### src/rtl/alu4_arbiter_pkg.sv
// Shared definitions for the two-requester alu4 arbiter: opcodes, FSM states, flag bit positions.
// Pure definitions, no logic; no latency or backpressure of its own.
package alu4_arbiter_pkg;

    localparam logic [2:0] OP_NOTA = 3'b000;
    localparam logic [2:0] OP_NOTB = 3'b001;
    localparam logic [2:0] OP_AND  = 3'b010;
    localparam logic [2:0] OP_OR   = 3'b011;
    localparam logic [2:0] OP_XOR  = 3'b100;
    localparam logic [2:0] OP_XNOR = 3'b101;
    localparam logic [2:0] OP_ADD  = 3'b110;
    localparam logic [2:0] OP_SUB  = 3'b111;

    typedef enum logic [1:0] {
        IDLE = 2'd0,
        EXEC = 2'd1,
        RESP = 2'd2
    } state_t;

    localparam int FLAG_C = 3;
    localparam int FLAG_N = 2;
    localparam int FLAG_Z = 1;
    localparam int FLAG_V = 0;

endpackage

### src/rtl/alu4_arbiter_alu4.sv
// 4-bit ALU producing result and {c,n,z,v} flags from one opcode and two operands.
// Purely combinational (zero latency); no handshake, so it never backpressures.
module alu4
    import alu4_arbiter_pkg::*;
(
    input  logic [2:0] op,
    input  logic [3:0] a,
    input  logic [3:0] b,
    output logic [3:0] result,
    output logic [3:0] flags
);

    logic [4:0] sum;
    logic       carry;
    logic       ovf;

    always_comb begin
        sum    = 5'd0;
        result = 4'd0;
        carry  = 1'b0;
        ovf    = 1'b0;
        case (op)
            OP_NOTA: result = ~a;
            OP_NOTB: result = ~b;
            OP_AND:  result = a & b;
            OP_OR:   result = a | b;
            OP_XOR:  result = a ^ b;
            OP_XNOR: result = ~(a ^ b);
            OP_ADD: begin
                sum    = {1'b0, a} + {1'b0, b};
                result = sum[3:0];
                carry  = sum[4];
                ovf    = (a[3] == b[3]) && (result[3] != a[3]);
            end
            OP_SUB: begin
                // a + ~b + 1, so carry out of 1 means no borrow.
                sum    = {1'b0, a} + {1'b0, ~b} + 5'd1;
                result = sum[3:0];
                carry  = sum[4];
                ovf    = (a[3] != b[3]) && (result[3] != a[3]);
            end
            default: result = 4'd0;
        endcase
    end

    always_comb begin
        flags         = 4'd0;
        flags[FLAG_C] = carry;
        flags[FLAG_N] = result[3];
        flags[FLAG_Z] = (result == 4'd0);
        flags[FLAG_V] = ovf;
    end

endmodule

### src/rtl/alu4_arbiter.sv
// Round-robin arbiter sharing one alu4 between two valid/ready requesters; registered, id-tagged response.
// Three cycles per op (accept, execute, respond); no new accepts until the response is taken by rsp_ready.
module alu4_arbiter
    import alu4_arbiter_pkg::*;
(
    input  logic       clk,
    input  logic       reset_n,
    input  logic       req0_valid,
    input  logic [2:0] req0_op,
    input  logic [3:0] req0_a,
    input  logic [3:0] req0_b,
    output logic       req0_ready,
    input  logic       req1_valid,
    input  logic [2:0] req1_op,
    input  logic [3:0] req1_a,
    input  logic [3:0] req1_b,
    output logic       req1_ready,
    output logic       rsp_valid,
    output logic       rsp_id,
    output logic [3:0] rsp_result,
    output logic [3:0] rsp_flags,
    input  logic       rsp_ready
);

    state_t     state;
    logic       last_grant;
    logic       id_q;
    logic [2:0] op_q;
    logic [3:0] a_q;
    logic [3:0] b_q;

    logic       grant_id;
    logic       accept;
    logic [3:0] alu_result;
    logic [3:0] alu_flags;

    // On a tie the requester not served last wins; otherwise whoever is valid.
    assign grant_id   = (req0_valid && req1_valid) ? ~last_grant : req1_valid;
    assign accept     = reset_n && (state == IDLE) && (req0_valid || req1_valid);
    assign req0_ready = accept && !grant_id;
    assign req1_ready = accept && grant_id;

    alu4 U0_alu4 (
        .op     (op_q),
        .a      (a_q),
        .b      (b_q),
        .result (alu_result),
        .flags  (alu_flags)
    );

    always_ff @(posedge clk or negedge reset_n) begin
        if (!reset_n) begin
            state      <= IDLE;
            last_grant <= 1'b1;
            id_q       <= 1'b0;
            op_q       <= 3'd0;
            a_q        <= 4'd0;
            b_q        <= 4'd0;
            rsp_valid  <= 1'b0;
            rsp_id     <= 1'b0;
            rsp_result <= 4'd0;
            rsp_flags  <= 4'd0;
        end else begin
            case (state)
                IDLE: begin
                    if (accept) begin
                        id_q       <= grant_id;
                        last_grant <= grant_id;
                        op_q       <= grant_id ? req1_op : req0_op;
                        a_q        <= grant_id ? req1_a  : req0_a;
                        b_q        <= grant_id ? req1_b  : req0_b;
                        state      <= EXEC;
                    end
                end
                EXEC: begin
                    rsp_result <= alu_result;
                    rsp_flags  <= alu_flags;
                    rsp_id     <= id_q;
                    rsp_valid  <= 1'b1;
                    state      <= RESP;
                end
                RESP: begin
                    if (rsp_ready) begin
                        rsp_valid <= 1'b0;
                        state     <= IDLE;
                    end
                end
                default: state <= IDLE;
            endcase
        end
    end

endmodule

### config.mk
export PLATFORM = sky130hd
export DESIGN_NAME = alu4_arbiter
export DESIGN_NICKNAME = d
export VERILOG_FILES = /design/src/rtl/alu4_arbiter_pkg.sv /design/src/rtl/alu4_arbiter_alu4.sv /design/src/rtl/alu4_arbiter.sv
export SDC_FILE = /design/constraint.sdc
export NUM_CORES = 1
export LEC_CHECK = 0
export ABC_AREA = 0
export CAP_MARGIN = 20
export CORE_MARGIN = 3
export CORE_UTILIZATION = 35
export CTS_BUF_LIST = sky130_fd_sc_hd__clkbuf_4
export CTS_CLUSTER_DIAMETER = 80
export CTS_CLUSTER_SIZE = 20
export DETAILED_ROUTE_END_ITERATION = 8
export SLEW_MARGIN = 40
export SYNTH_ARGS = -nofsm -noshare
export SYNTH_HDL_FRONTEND = slang
export SYNTH_SLANG_ARGS = --single-unit
### constraint.sdc
create_clock -name clk -period 2.38 [get_ports clk]
set_input_delay 0.357 -clock clk [delete_from_list [all_inputs] [get_ports clk]]
set_output_delay 0.357 -clock clk [all_outputs]
set_load 0.03 [all_outputs]
==> run metrics <==
Post-DP HPWL=2840 um; post-synthesis sequential element count=24; TritonCTS clock tree=built; path class of the lowest-slack min-delay path=input pin to asynchronous set/reset pin; layout cell share with drive strength beyond 1=7.96%; maximum clock frequency=471 MHz; final total negative setup slack=0 ns; final core area utilization=48.1%; Slew headroom=63.6%; DRT iter0 DRCs=58; CP max stage cell=sky130_fd_sc_hd__dfrtp_1; proportion of power drawn by combinational gates=59.7%; CTS Hold Buffers Added=0; global routing met1 resource utilization=20.2%; Async S/R FF share, synth=100%; final WL=3660 um; first-pass GRT wire length=6240 um; leakage power figure=1.01 nW; number of enable-type register cells in the synthesized netlist=0; kind of launch point of the worst setup path=flop; transition time at the pin with the least slew margin=0.547 ns; critical path capture point type=flop; Antenna Cells=0; initial core utilization=37.4%; Pre-Repair DR Iteration Count=4; post-synthesis cell type count=45; antenna violations before repair=0; number of vias per cell after detailed routing=4.97; Clock H-tree levels=1; most instantiated flip-flop cell in the synthesis netlist=sky130_fd_sc_hd__dfrtp_1; global placer's final weighted congestion=0.899; slowest stage delay, CP=0.47 ns; switching power summed over all nets=1.18 mW; Final Cell Area=2170 um2; buffering stage count on the worst path with inverters included=1; post-route clock period utilization=89.2%; cell breakdown of the critical path=inv_1, ha_1, o21bai_1, a21oi_4, mux2i_1, a221o_1, a41o_1; number of setup violations in the final report=0; maximum clock insertion buffer count=2; vias in the first global route=1331; chip width=75.4 um; clock share of power=11.6%; cell type group with the largest total delay on the critical path=compound AO/OA/AOI/OAI gates; total power per unit cell area=1210 nW/um2; non-filler instance count after layout=278; total gr overflow=0; largest net degree at the start of global routing=25; post-route total power=2.63 mW; antenna violation net count after detailed routing=0; pins over their slew limit=0; number of buffers inserted during clock tree synthesis=3; Post-Synthesis Cell Area=1680 um2; average instance area after synthesis=8.96 um2; Layout Nets=268; yosys synthesis warning count=0; floorplan core area=4500 um2; post-CTS clock slew at the launch and capture registers of the worst setup and hold paths=0.14 ns; Internal Dissipation=1.45 mW; number of maximum-capacitance constraint violations=0; placement-stage cell area=2110 um2; synthesized instance count=188; required time of the worst setup path=2.61 ns; min cycle time layout=2.12 ns; area of the die=5680 um2; CTS root buffer=sky130_fd_sc_hd__clkbuf_4; post-cts repair resize count=0; share of total power in sequential cells=28.7%; setup repair bufs after CTS=0; height of the chip=75.4 um; proportion of total power due to net switching=45.0%; type of the worst setup path=flop to flop; gr usage total=14.3%; detailed-route via count=1383; status=finished clean; largest vdd supply drop=0.519 mV; Placed Cells incl. Taps=274; remaining routing DRC violations=0; most crowded layer after global routing=met2; synthesis-to-finish area growth=28.7%; I/O pin count=39; CTS sink cnt=24; sequential element share of the synthesized area=35.7%; Crit Path Max Fanout=5; setup clock skew after layout=0.00390 ns; WL per Instance=13.2 um; unrepaired setup endpoints after global routing=no; number of I/O port buffers=38; final hold violations=0; routing usage on met3=2.11%; arrival time at the worst endpoint=2.36 ns; row count=24; GR Util met2=22.5%; synthesized netlist net count=229; Clock Latency Late Sink=0.32 ns
-- through the flow --
stage	hold slack (ns)	setup WS, ns
global placement	0.448	0.259
floorplan	0.0614	0.465
finish	0.471	0.257
global route	0.483	0.0876
CTS	0.474	0.204
detailed placement	0.453	0.230
-- per-layer routing --
metal	wire length, um	up-vias
met4	30	0
met2	1670	34
li1	-	719
met3	142	4
met5	0	-
met1	1820	626
-- kinds of logic after synthesis --
family,share of synthesized area [%]
AO/OA/AOI/OAI,19.5
XOR/XNOR,1.56
adder cells (fa/ha/maj),11.3
buffers and inverters,8.25
flip-flops,35.7
multiplexers,10.2
AND/OR/NAND/NOR,13.5
-- synthesized netlist by cell type (all sizes together) (3+ instances only) --
library cell	n	area share (%)
nand2b	3	1.1
ha	12	8.9
a211oi	3	1.3
clkbuf	3	0.67
buf	9	3.8
nor2	13	2.9
a21oi	6	2.5
inv	17	3.8
o21ai	19	5.6
nand2	27	6.0
mux2i	16	9.5
xnor2	3	1.6
dfrtp	23	34
-- area by class of cell --
cell class                      instances  area, um2
Sequential cell                        24        602
Inverter                               17       63.8
Clock buffer                            3       22.5
Timing Repair Buffer                   46        435
Fill cell                             450       2340
Multi-Input combinational cell        135        948
Clock inverter                          1       30.0
Tap cell                               52       65.1
-- final timing paths --
path,slack [ns],end,cells past startpoint,from
max,0.26,rsp_flags[1],7,a_q[1]
min,0.47,rsp_flags[3],2,reset_n
max reg2reg,0.26,rsp_flags[1],7,a_q[1]
min reg2reg,0.47,last_grant,2,last_grant
max in group asynchronous,1.61,last_grant,2,reset_n
min in group clk,0.47,last_grant,2,last_grant
-- power groups by stage --
stage | Combinational, mW | Sequential, mW | Clock, mW
CTS | 1.58 | 0.757 | 0.319
finish | 1.57 | 0.755 | 0.306
detailed placement | 1.57 | 0.767 | 0
global route | 1.77 | 0.788 | 0.335
global placement | 1.56 | 0.763 | 0
floorplan | 1.09 | 0.816 | 0
-- sequential cells by signal (all words and copies together) (netlist names) --
name,cells
rsp_id,1
state,2
b_q,4
a_q,4
rsp_result,3
last_grant,1
rsp_flags,4
op_q,3
id_q,1
rsp_valid,1
-- placed cells by master (no fill, tap or decap), types with 3 or more instances in the layout --
| cell | n |
|---|---|
| sky130_fd_sc_hd__a21oi_1 | 5 |
| sky130_fd_sc_hd__nand2_1 | 27 |
| sky130_fd_sc_hd__inv_1 | 17 |
| sky130_fd_sc_hd__o21ai_0 | 17 |
| sky130_fd_sc_hd__nor2_1 | 13 |
| sky130_fd_sc_hd__ha_1 | 12 |
| sky130_fd_sc_hd__dfrtp_1 | 23 |
| sky130_fd_sc_hd__nand2b_1 | 3 |
| sky130_fd_sc_hd__clkdlybuf4s50_1 | 36 |
| sky130_fd_sc_hd__buf_4 | 10 |
| sky130_fd_sc_hd__xnor2_1 | 3 |
| sky130_fd_sc_hd__clkbuf_4 | 3 |
| sky130_fd_sc_hd__mux2i_1 | 16 |
(Power assumes the default switching activity.)
